`src/rtl/pipeline_ctrl_if.sv`:
```
// ----------------------------------------------------------------------------
// pipeline_ctrl_if
//   Bundles the request and control signals between the pipeline sequencing
//   controller and the core's stage datapaths.
//
//   master : the sequencing controller. It receives the hazard, branch,
//            exception and halt requests, and drives the buffer enables,
//            flushes, valid bits, state flag and performance counters.
//   slave  : the core side. It raises the requests and consumes the controls.
//
//   Parameters
//     STAGES : number of pipeline stages (index 0 = fetch)
//     CNT_W  : performance counter width
// ----------------------------------------------------------------------------
interface pipeline_ctrl_if #(
    parameter int STAGES = 5,
    parameter int CNT_W  = 32
) ();
    // Requests from the core
    logic              fetch_valid;
    logic              stall_req;
    logic              mispredict;
    logic              exc_req;
    logic              halt_retire;
    logic              halt_req;
    logic              resume;

    // Controls and status back to the core
    logic              pc_write;
    logic [STAGES-1:0] stage_en;
    logic [STAGES-1:0] flush;
    logic [STAGES-1:0] stage_valid;
    logic              halted;
    logic [CNT_W-1:0]  cycles;
    logic [CNT_W-1:0]  retired;
    logic [CNT_W-1:0]  stall_cycles;
    logic [CNT_W-1:0]  flush_count;

    modport master (
        input  fetch_valid, stall_req, mispredict, exc_req,
        input  halt_retire, halt_req, resume,
        output pc_write, stage_en, flush, stage_valid, halted,
        output cycles, retired, stall_cycles, flush_count
    );

    modport slave (
        output fetch_valid, stall_req, mispredict, exc_req,
        output halt_retire, halt_req, resume,
        input  pc_write, stage_en, flush, stage_valid, halted,
        input  cycles, retired, stall_cycles, flush_count
    );
endinterface

```
`src/rtl/pipeline_ctrl.sv`:
```
// ----------------------------------------------------------------------------
// pipeline_ctrl
//   Sequencing controller for a pipelined core with any number of stages.
//   Tracks one valid bit per stage and, every cycle, decides which inter-stage
//   buffers capture, which load a bubble, and whether the PC advances.
//   A RUN / DRAIN / HALTED state machine lets the core drain and stop either
//   on an external request or when a halt instruction retires.
//   Four saturating performance counters are maintained.
//
//   Ports
//     clk  : clock, rising edge
//     rst  : asynchronous active-high reset
//     bus  : pipeline_ctrl_if.master
//            in : fetch_valid, stall_req, mispredict, exc_req,
//                 halt_retire, halt_req, resume
//            out: pc_write, stage_en, flush (combinational, same cycle)
//                 stage_valid, halted, cycles, retired, stall_cycles,
//                 flush_count (registered)
//
//   Request priority within one cycle: exc_req > mispredict > stall_req.
//   In HALTED every request except resume is ignored and all valids hold.
// ----------------------------------------------------------------------------
module pipeline_ctrl #(
    parameter int STAGES    = 5,
    parameter int CNT_W     = 32,
    parameter int HAZ_STAGE = 1,
    parameter int BR_STAGE  = 2,
    parameter int EXC_STAGE = 1
) (
    input  logic           clk,
    input  logic           rst,
    pipeline_ctrl_if.master bus
);

    localparam logic [1:0] ST_RUN    = 2'd0;
    localparam logic [1:0] ST_DRAIN  = 2'd1;
    localparam logic [1:0] ST_HALTED = 2'd2;

    // Mask with bits 0..top set (top < 0 gives an empty mask).
    function automatic logic [STAGES-1:0] low_mask(input int top);
        logic [STAGES-1:0] m;
        m = '0;
        for (int i = 0; i < STAGES; i++) begin
            if (i <= top) begin
                m[i] = 1'b1;
            end else begin
                m[i] = 1'b0;
            end
        end
        return m;
    endfunction

    // Saturating increment: sticks at all-ones.
    function automatic logic [CNT_W-1:0] sat_inc(input logic [CNT_W-1:0] v,
                                                 input logic             en);
        logic [CNT_W-1:0] r;
        if (en && !(&v)) begin
            r = v + {{(CNT_W-1){1'b0}}, 1'b1};
        end else begin
            r = v;
        end
        return r;
    endfunction

    // Stages squashed by an exception: the excepting instruction and every
    // younger one, including the one about to enter EXC_STAGE+1.
    localparam logic [STAGES-1:0] EXC_KILL  = low_mask(EXC_STAGE + 1);
    // Stages squashed by a mispredict: everything younger than the branch;
    // the branch itself moves on to BR_STAGE+1.
    localparam logic [STAGES-1:0] BR_KILL   = low_mask(BR_STAGE);
    // Stages frozen by a load-use stall.
    localparam logic [STAGES-1:0] HAZ_HOLD  = low_mask(HAZ_STAGE);
    // The buffer just below the stalled stage receives the bubble.
    localparam logic [STAGES-1:0] HAZ_BUB   = low_mask(HAZ_STAGE + 1) & ~low_mask(HAZ_STAGE);
    localparam logic [STAGES-1:0] FETCH_BIT = low_mask(0);

    logic [1:0]        state_r;
    logic [1:0]        state_nx_s;
    logic              halted_r;
    logic [STAGES-1:0] valid_r;
    logic [STAGES-1:0] valid_nx_s;
    logic [STAGES-1:0] shift_s;
    logic [STAGES-1:0] kill_s;
    logic [STAGES-1:0] hold_s;
    logic [STAGES-1:0] flush_s;
    logic [STAGES-1:0] stage_en_s;
    logic              pc_write_s;
    logic              exc_hon_s;
    logic              mis_hon_s;
    logic              stall_hon_s;
    logic              not_halted_s;
    logic [CNT_W-1:0]  cycles_r;
    logic [CNT_W-1:0]  retired_r;
    logic [CNT_W-1:0]  stall_cycles_r;
    logic [CNT_W-1:0]  flush_count_r;

    assign not_halted_s = (state_r != ST_HALTED);

    // Valid-bit advance, kill/hold masks, PC enable and honoured requests.
    always_comb begin
        kill_s      = '0;
        hold_s      = '0;
        exc_hon_s   = 1'b0;
        mis_hon_s   = 1'b0;
        stall_hon_s = 1'b0;
        pc_write_s  = 1'b0;
        shift_s     = {valid_r[STAGES-2:0], 1'b0};
        valid_nx_s  = valid_r;
        if (state_r == ST_HALTED) begin
            valid_nx_s = valid_r;
        end else begin
            // In RUN fetch feeds stage 0; in DRAIN stage 0 is forced empty,
            // which counts as a bubble load.
            if (state_r == ST_RUN) begin
                shift_s[0] = bus.fetch_valid;
            end else begin
                kill_s = FETCH_BIT;
            end

            if (bus.exc_req) begin
                exc_hon_s = 1'b1;
                kill_s    = kill_s | EXC_KILL;
            end else if (bus.mispredict) begin
                mis_hon_s = 1'b1;
                kill_s    = kill_s | BR_KILL;
            end else if (bus.stall_req) begin
                stall_hon_s = 1'b1;
                hold_s      = HAZ_HOLD;
                kill_s      = kill_s | HAZ_BUB;
            end else begin
                stall_hon_s = 1'b0;
            end

            valid_nx_s = (valid_r & hold_s) | (shift_s & ~hold_s & ~kill_s);

            if (state_r == ST_RUN) begin
                pc_write_s = !bus.stall_req || bus.exc_req || bus.mispredict;
            end else begin
                pc_write_s = bus.exc_req || bus.mispredict;
            end
        end
    end

    // Buffer controls: held stages do not capture; a held stage never also
    // reports a flush (matters for stage 0 while draining under a stall).
    always_comb begin
        flush_s    = kill_s & ~hold_s;
        stage_en_s = '0;
        if (state_r == ST_HALTED) begin
            stage_en_s = '0;
        end else begin
            stage_en_s = ~hold_s;
        end
    end

    // RUN / DRAIN / HALTED next state; a retiring halt wins over halt_req.
    always_comb begin
        state_nx_s = state_r;
        case (state_r)
            ST_RUN: begin
                if (valid_r[STAGES-1] && bus.halt_retire) begin
                    state_nx_s = ST_HALTED;
                end else if (bus.halt_req) begin
                    state_nx_s = ST_DRAIN;
                end else begin
                    state_nx_s = ST_RUN;
                end
            end
            ST_DRAIN: begin
                if (valid_r[STAGES-1] && bus.halt_retire) begin
                    state_nx_s = ST_HALTED;
                end else if (valid_r == '0) begin
                    state_nx_s = ST_HALTED;
                end else begin
                    state_nx_s = ST_DRAIN;
                end
            end
            ST_HALTED: begin
                if (bus.resume) begin
                    state_nx_s = ST_RUN;
                end else begin
                    state_nx_s = ST_HALTED;
                end
            end
            default: begin
                state_nx_s = ST_RUN;
            end
        endcase
    end

    // State, valid bits and halted flag.
    always_ff @(posedge clk or posedge rst) begin
        if (rst) begin
            state_r  <= ST_RUN;
            halted_r <= 1'b0;
            valid_r  <= '0;
        end else begin
            state_r  <= state_nx_s;
            halted_r <= (state_nx_s == ST_HALTED);
            valid_r  <= valid_nx_s;
        end
    end

    // Performance counters; the retiring halt is counted on the entry edge
    // because the increment looks at the pre-edge state.
    always_ff @(posedge clk or posedge rst) begin
        if (rst) begin
            cycles_r       <= '0;
            retired_r      <= '0;
            stall_cycles_r <= '0;
            flush_count_r  <= '0;
        end else begin
            cycles_r       <= sat_inc(cycles_r, not_halted_s);
            retired_r      <= sat_inc(retired_r, valid_r[STAGES-1] && not_halted_s);
            stall_cycles_r <= sat_inc(stall_cycles_r, stall_hon_s);
            flush_count_r  <= sat_inc(flush_count_r, exc_hon_s || mis_hon_s);
        end
    end

    assign bus.pc_write     = pc_write_s;
    assign bus.stage_en     = stage_en_s;
    assign bus.flush        = flush_s;
    assign bus.stage_valid  = valid_r;
    assign bus.halted       = halted_r;
    assign bus.cycles       = cycles_r;
    assign bus.retired      = retired_r;
    assign bus.stall_cycles = stall_cycles_r;
    assign bus.flush_count  = flush_count_r;

endmodule

```
`src/flat_wrapper.sv`:
```
// flat-port wrapper written by rule: the top's interface ports become plain ports
module pipeline_ctrl_flat 
#(
    parameter int STAGES    = 5,
    parameter int CNT_W     = 32,
    parameter int HAZ_STAGE = 1,
    parameter int BR_STAGE  = 2,
    parameter int EXC_STAGE = 1
)
  (clk, rst, bus_fetch_valid, bus_stall_req, bus_mispredict, bus_exc_req, bus_halt_retire, bus_halt_req, bus_resume, bus_pc_write, bus_stage_en, bus_flush, bus_stage_valid, bus_halted, bus_cycles, bus_retired, bus_stall_cycles, bus_flush_count);
  pipeline_ctrl_if #(.STAGES(STAGES), .CNT_W(CNT_W)) bus_i ();
  input  logic clk;
  input  logic rst;
  input wire logic [$bits(bus_i.fetch_valid)-1:0] bus_fetch_valid;
  input wire logic [$bits(bus_i.stall_req)-1:0] bus_stall_req;
  input wire logic [$bits(bus_i.mispredict)-1:0] bus_mispredict;
  input wire logic [$bits(bus_i.exc_req)-1:0] bus_exc_req;
  input wire logic [$bits(bus_i.halt_retire)-1:0] bus_halt_retire;
  input wire logic [$bits(bus_i.halt_req)-1:0] bus_halt_req;
  input wire logic [$bits(bus_i.resume)-1:0] bus_resume;
  output wire logic [$bits(bus_i.pc_write)-1:0] bus_pc_write;
  output wire logic [$bits(bus_i.stage_en)-1:0] bus_stage_en;
  output wire logic [$bits(bus_i.flush)-1:0] bus_flush;
  output wire logic [$bits(bus_i.stage_valid)-1:0] bus_stage_valid;
  output wire logic [$bits(bus_i.halted)-1:0] bus_halted;
  output wire logic [$bits(bus_i.cycles)-1:0] bus_cycles;
  output wire logic [$bits(bus_i.retired)-1:0] bus_retired;
  output wire logic [$bits(bus_i.stall_cycles)-1:0] bus_stall_cycles;
  output wire logic [$bits(bus_i.flush_count)-1:0] bus_flush_count;
  assign bus_i.fetch_valid = bus_fetch_valid;
  assign bus_i.stall_req = bus_stall_req;
  assign bus_i.mispredict = bus_mispredict;
  assign bus_i.exc_req = bus_exc_req;
  assign bus_i.halt_retire = bus_halt_retire;
  assign bus_i.halt_req = bus_halt_req;
  assign bus_i.resume = bus_resume;
  assign bus_pc_write = bus_i.pc_write;
  assign bus_stage_en = bus_i.stage_en;
  assign bus_flush = bus_i.flush;
  assign bus_stage_valid = bus_i.stage_valid;
  assign bus_halted = bus_i.halted;
  assign bus_cycles = bus_i.cycles;
  assign bus_retired = bus_i.retired;
  assign bus_stall_cycles = bus_i.stall_cycles;
  assign bus_flush_count = bus_i.flush_count;
  pipeline_ctrl #(.STAGES(STAGES), .CNT_W(CNT_W), .HAZ_STAGE(HAZ_STAGE), .BR_STAGE(BR_STAGE), .EXC_STAGE(EXC_STAGE)) u_core (.clk(clk), .rst(rst), .bus(bus_i));
endmodule
```
`config.mk`:
```
export PLATFORM = sky130hd
export DESIGN_NAME = pipeline_ctrl_flat
export DESIGN_NICKNAME = d
export VERILOG_FILES = /design/src/rtl/pipeline_ctrl_if.sv /design/src/rtl/pipeline_ctrl.sv /design/src/flat_wrapper.sv
export SDC_FILE = /design/constraint.sdc
export NUM_CORES = 1
export LEC_CHECK = 0
export CORE_MARGIN = 2
export CORE_UTILIZATION = 25
export DETAILED_ROUTE_END_ITERATION = 10
export HOLD_SLACK_MARGIN = 0.03
export SLEW_MARGIN = 10
export SYNTH_ARGS = -nofsm -noshare
export SYNTH_HDL_FRONTEND = slang
export SYNTH_SLANG_ARGS = --single-unit
```
`constraint.sdc`:
```
create_clock -name clk -period 6.16 [get_ports clk]
set_input_delay 0.924 -clock clk [delete_from_list [all_inputs] [get_ports clk]]
set_output_delay 0.924 -clock clk [all_outputs]
set_load 0.01 [all_outputs]
```
==> results of run 1 <==
==> registers in the layout (all words and copies together) (netlist names) <==
signal                   count
u_core.bus.retired          32
u_core.bus.halted            1
u_core.bus.stage_valid       5
u_core.bus.cycles           32
u_core.bus.flush_count      32
u_core.bus.stall_cycles     32
u_core.state_r               2
==> cell families after synthesis <==
family | after synthesis | synth area share [%]
compound gates | 23 | 2.52
xor+xnor | 118 | 16.1
fa+ha+maj | 4 | 0.780
buf+inv | 24 | 1.87
flops | 136 | 53.0
mux | 5 | 0.936
other cells | 1 | 0.0584
simple gates | 306 | 24.7
==> stage by stage <==
stage / hold slack [ns] / setup WS [ns] / util, % / cell area [µm²] / instances
floorplan: 0.481 / 1.60 / - / 6420 / 618
global placement: 0.481 / 2.65 / 33.0 / 8300 / 1091
detailed placement: 0.477 / 2.65 / 33.0 / 8300 / 1091
CTS: 0.488 / 2.62 / 35.2 / 8880 / 1123
global route: 0.501 / 2.43 / 35.2 / 8880 / 1123
finish: 0.484 / 2.65 / 35.2 / 8880 / 1123
==> synth_stat cells, drive strengths merged, types with 3 or more instances <==
cell and count:
nor2 51, and4 14, nand4 44, and3 21
xnor2 77, o21ai 3, dfrtp 136, nor4 3
inv 14, buf 8, mux2 5, ha 4
nand2 65, xor2 41, a21oi 6, nand3b 4
nand3 58, and2 8, nor3 26, a31oi 5
==> report_power, final <==
part	switching [mW]	internal [mW]
clock	0.467	0.542
combinational	0.213	0.243
sequential	0.101	0.964
total	0.782	1.75
==> layer usage <==
metal / vias to the layer above / part of all wire (%) / wire length, µm / track usage (%)
met3: 16 / 6.2 / 1030 / 3.84
li1: 2498 / - / - / -
met4: 0 / 1.0 / 175 / 4.15
met1: 2513 / 47 / 7810 / 17.7
met2: 126 / 46 / 7700 / 20.1
met5: - / 0 / 0 / 0
==> final cells by class <==
| class | count | area (µm²) | share of cell area [%] |
|---|---|---|---|
| Sequential cell | 136 | 3400 | 38.3 |
| Tap cell | 330 | 413 | 4.65 |
| Inverter | 14 | 57.6 | 0.648 |
| Clock inverter | 15 | 153 | 1.72 |
| Timing Repair Buffer | 153 | 1530 | 17.2 |
| Multi-Input combinational cell | 458 | 2900 | 32.6 |
| Clock buffer | 17 | 425 | 4.79 |
==> critical path, cell delays in order <==
cell and delay [ns]:
clkdlybuf4s50_1 0.45, or3b_2 0.52, nand2_1 0.15, inv_1 0.07, clkdlybuf4s50_1 0.48
==> cell usage in the layout, fill, tap and decap left out, types with 3 or more instances in the layout <==
| cell type | n |
|---|---|
| a21oi_1 | 6 |
| a31oi_1 | 5 |
| and2_1 | 7 |
| and3_1 | 21 |
| and4_1 | 14 |
| clkbuf_16 | 17 |
| clkdlybuf4s50_1 | 151 |
| clkinv_4 | 3 |
| dfrtp_1 | 136 |
| ha_1 | 4 |
| inv_1 | 13 |
| inv_6 | 5 |
| inv_8 | 6 |
| mux2_2 | 4 |
| nand2_1 | 65 |
| nand3_1 | 58 |
| nand3b_1 | 4 |
| nand4_1 | 44 |
| nor2_1 | 50 |
| nor3_1 | 26 |
| nor4_1 | 3 |
| o21ai_0 | 3 |
| xnor2_1 | 77 |
| xor2_1 | 41 |
==> worst paths after layout <==
check	cells after the start	end	start
worst max-delay path	5	bus_stage_en[0]	bus_exc_req
worst min-delay path	1	u_core.bus.cycles[11]	u_core.bus.cycles[11]
worst max register to register	5	u_core.bus.retired[1]	u_core.bus.retired[20]
worst min register to register	1	u_core.bus.cycles[11]	u_core.bus.cycles[11]
max in group asynchronous	3	u_core.bus.flush_count[18]	rst
min in group asynchronous	2	u_core.bus.stall_cycles[14]	rst
==> impl_metrics.toml, run 1 <==
[drt]
detail-route-antenna-nets = 0
drt-vias-per-instance = 4.59
drt_wl_total_um = 16700
drcViolationCount = 0
drtIter0Drc = 306
drt-pass1-iter-count = 4
wl_per_cell_um = 14.9
vias = 5153

[timing]
setup_viol = 0
timing.fmax_ghz = 0.285
period_needed_ns = 3.51
rsz0062_at_grt = "no"
skew_ns = 0.0141
worstMarginPinSlew_ns = 0.812
max_slew_margin_pct = 45.9
slew_violations = 0
hold_viol = 0
fin_crit_sh_pct = 57.0
setup_tns_ns = 0

[clock_network]
post_cts_buffers = 0
cts-hold-fix-buffers = 0
clk_pin_slew_worst_paths_ns = 0.07
clock_path_buffers = 2
insertion_delay_ns = 0.42
clock_sinks = 136
cts_root_buffer = "clkbuf_16"
numCtsBuffers = 17
cts_max_level = 4
ctsResizeCount = 0
cts_tree = "built"

[outcome]
status = "complete, no violations"

[logic_synthesis]
ys_types = 44
synthCells = 617
synth_edf_count = 0
syn_area_um2 = 6420
synth.largest_area_cell = "dfrtp_1"
yosys_most_used_dff = "dfrtp_1"
synthTopCellsByArea = "dfrtp_1, xnor2_1, xor2_1"
yosysTopAreaCellShare_pct = 53.0
ys.warnings.count = 0
synthArstFlopShare_pct = 100
syn_area_per_cell_um2 = 10.4
seq_area_frac_synth_pct = 53.0
synth_seq_cells = 136

[cells_and_area]
nets = 793
synthToLayoutAreaGrowth_pct = 38.3
num_antenna_cells = 0
drive_gt1_share_pct = 6.05
fill_cells = 2537

[floorplanning]
num_io_pins = 154
start_util_pct = 25.5
die_h_um = 164
fp.dieArea_um2 = 27000
die_x_um = 164
coreArea_um2 = 25200
num_rows = 58

[power]
totalPowerFinal_mw = 2.53
power.density_nw_per_um2 = 285
ir_worst_vdd_mv = 0.219
power.leakage_nw = 3.71

[critical_path]
startpoint_type = "primary input"
arrival_ns = 2.59
worst_setup_path_end_kind = "primary output"
rrSetupSlack_ns = 3.52
critPathKind = "primary input to primary output"
crit_fanout = 4
cp.required_ns = 5.24

[grt]
antenna_found_initial = 0
grt_start_max_net_pins = 89
grt_pass1_vias = 5192
grt_use_total_pct = 13.1
grt_pass1_wl_um = 27800
grt.overflow.total = 0

[placement]
dpl.hpwl_um = 12300
portBuffers = 151
gp_congestion = 0.764

[flow_run]
cap_violations = 0

[min_path]
holdCritPathClass = "flip-flop to flip-flop"
No activity file was read; power rests on OpenSTA's default activity.
==> run 2, diff against run 1 <==
clock period = 3.3 ns   (was 6.16 ns; I/O delays follow)
==> run 2 against run 1 <==
Against the previous run:
- cell count increased by 0.27%
- core utilization is 0.24 points higher
- clock skew shrank 0.0015 ns
- die area did not move
- clock power grew 98%
- sequential share of layout area fell by 0.26 points
- clock-buffer cell count unchanged
- sequential cell count unchanged
- largest cell class unchanged
==> impl_metrics.toml, run 2 (synthesized netlist as in run 1, its figures left out) <==
[floorplanning]
coreArea_um2 = 25200
fp.dieArea_um2 = 27000
num_rows = 58
die_h_um = 164
start_util_pct = 25.5
num_io_pins = 154
die_x_um = 164

[placement]
dp_cells = 1094
dpl.hpwl_um = 12200
gp_congestion = 0.790
portBuffers = 151

[clock_network]
cts-hold-fix-buffers = 0
post_cts_buffers = 0
insertion_delay_ns = 0.42
clk_pin_slew_worst_paths_ns = 0.06
cts_root_buffer = "clkbuf_16"
clock_path_buffers = 2
numCtsBuffers = 17
cts_tree = "built"
cts_max_level = 4
ctsResizeCount = 0
clock_sinks = 136

[power]
pwr-share-clk_pct = 41.1
totalPowerFinal_mw = 4.85
swShare_pct = 29.9
power.leakage_nw = 3.73
comb_power_share_pct = 17.8
p_sw_mw = 1.45
ir_worst_vdd_mv = 0.320
p_int_mw = 3.40
pwr-share-seq_pct = 41.1
power.density_nw_per_um2 = 543

[cells_and_area]
fill_cells = 2544
nets = 796
final_cell_mix = "clkdlybuf4s50_1, dfrtp_1, xnor2_1"
num_antenna_cells = 0
drive_gt1_share_pct = 6.41
final_core_util_pct = 35.5
final_common_cell = "clkdlybuf4s50_1"
synthToLayoutAreaGrowth_pct = 39.2
layoutNonFillerInstCount = 1126

[timing]
timing.fmax_ghz = 0.347
worstMarginPinSlew_ns = 0.828
max_slew_margin_pct = 44.3
hold_viol = 0
rsz0062_at_grt = "no"
setup_tns_ns = 0
slew_violations = 0
period_needed_ns = 2.88
fin_crit_sh_pct = 87.2
setup_viol = 0
skew_ns = 0.0126

[drt]
drtIter0Drc = 286
detail-route-antenna-nets = 0
drt_wl_total_um = 17000
drt-vias-per-instance = 4.59
drt-pass1-iter-count = 4
wl_per_cell_um = 15.1
vias = 5166
drcViolationCount = 0

[critical_path]
critPathKind = "flip-flop to primary output"
crit_fanout = 17
crit_buf_inv = 4
cp.required_ns = 2.80
critPathMostFrequentCell = "inv_1"
worst_setup_path_end_kind = "primary output"
crit_slowest_cell = "nor2b_1"
crit_family = "buffers and inverters"
startpoint_type = "flip-flop"
arrival_ns = 2.38
crit_chain = "nor2b_1 > inv_1 > buf_4 > nand2_1 > inv_1 > clkdlybuf4s50_1"
cpPeakStageDelay_ns = 0.48

[grt]
grt_pass1_vias = 5116
met3_usage_pct = 3.71
grt_start_max_net_pins = 137
grt_pass1_wl_um = 27700
grt.overflow.total = 0
grt_use_met1_pct = 18.0
antenna_found_initial = 0
grt-busiest-layer = "met2"
use_met2_pct = 19.9
grt_use_total_pct = 13.1

[min_path]
holdCritPathClass = "flip-flop to flip-flop"

[outcome]
status = "complete, no violations"

[flow_run]
cap_violations = 0
## run 2: changes by cell type in the layout (fill, tap and decap cells not counted), moves of 2 or more
| cell | previous run | this run |
|---|---|---|
| bufinv_16 | 0 | 2 |
| clkinvlp_4 | 1 | 3 |
| buf_4 | 2 | 4 |
| inv_8 | 6 | 3 |
## run 2: path summary, 6_finish.rpt
kind	start	end	slack, ns	cells past startpoint
min in group asynchronous	rst	u_core.bus.stall_cycles[29]	0.64	3
max reg2reg	u_core.state_r[1]	u_core.bus.cycles[27]	0.81	8
min	u_core.bus.retired[18]	u_core.bus.retired[18]	0.49	1
max	u_core.state_r[1]	bus_stage_en[1]	0.42	6
min reg2reg	u_core.bus.retired[18]	u_core.bus.retired[18]	0.49	1
max in group asynchronous	rst	u_core.bus.cycles[4]	2.10	3
## run 2: worst reg2reg max path: cells and delay by family, from the launching register on
family,cells,cell delay [ns]
AND/OR/NAND/NOR,5,1.46
buffers and inverters,2,0.35
XOR/XNOR,1,0.16
flip-flops,1,0.45
## run 2: through the flow
stage               cell area [µm²]  setup WS (ns)  hold WS, ns
detailed placement             8330          0.490        0.486
floorplan                      6420           1.04        0.481
global route                   8940          0.210        0.509
finish                         8940          0.421        0.493
CTS                            8940          0.352        0.496
global placement               8330          0.483        0.481
## run 2: cell type report
| class | instances | area [µm²] | share of cell area [%] |
|---|---|---|---|
| sequential | 136 | 3400 | 38.1 |
| clock buffer | 17 | 425 | 4.76 |
| clock inverter | 15 | 179 | 2.00 |
| inverter | 14 | 56.3 | 0.630 |
| timing repair buffer | 156 | 1560 | 17.5 |
| tap | 330 | 413 | 4.62 |
| multi-input combinational | 458 | 2900 | 32.4 |
## run 2: per-layer routing
metal	share of wire, %	vias up
li1	-	2500
met1	47	2531
met2	46	123
met3	5.9	12
met4	1.0	0
met5	0	-
## run 2: power groups by stage
stage                     Sequential (mW)  Clock (mW)  Combinational (mW)
final                                1.99        2.00               0.864
after CTS                            1.99        2.05               0.884
after floorplan                      2.03           0               0.392
after global placement               2.02           0               0.878
after global routing                 2.02        2.13               0.956
after detailed placement             2.02           0               0.881
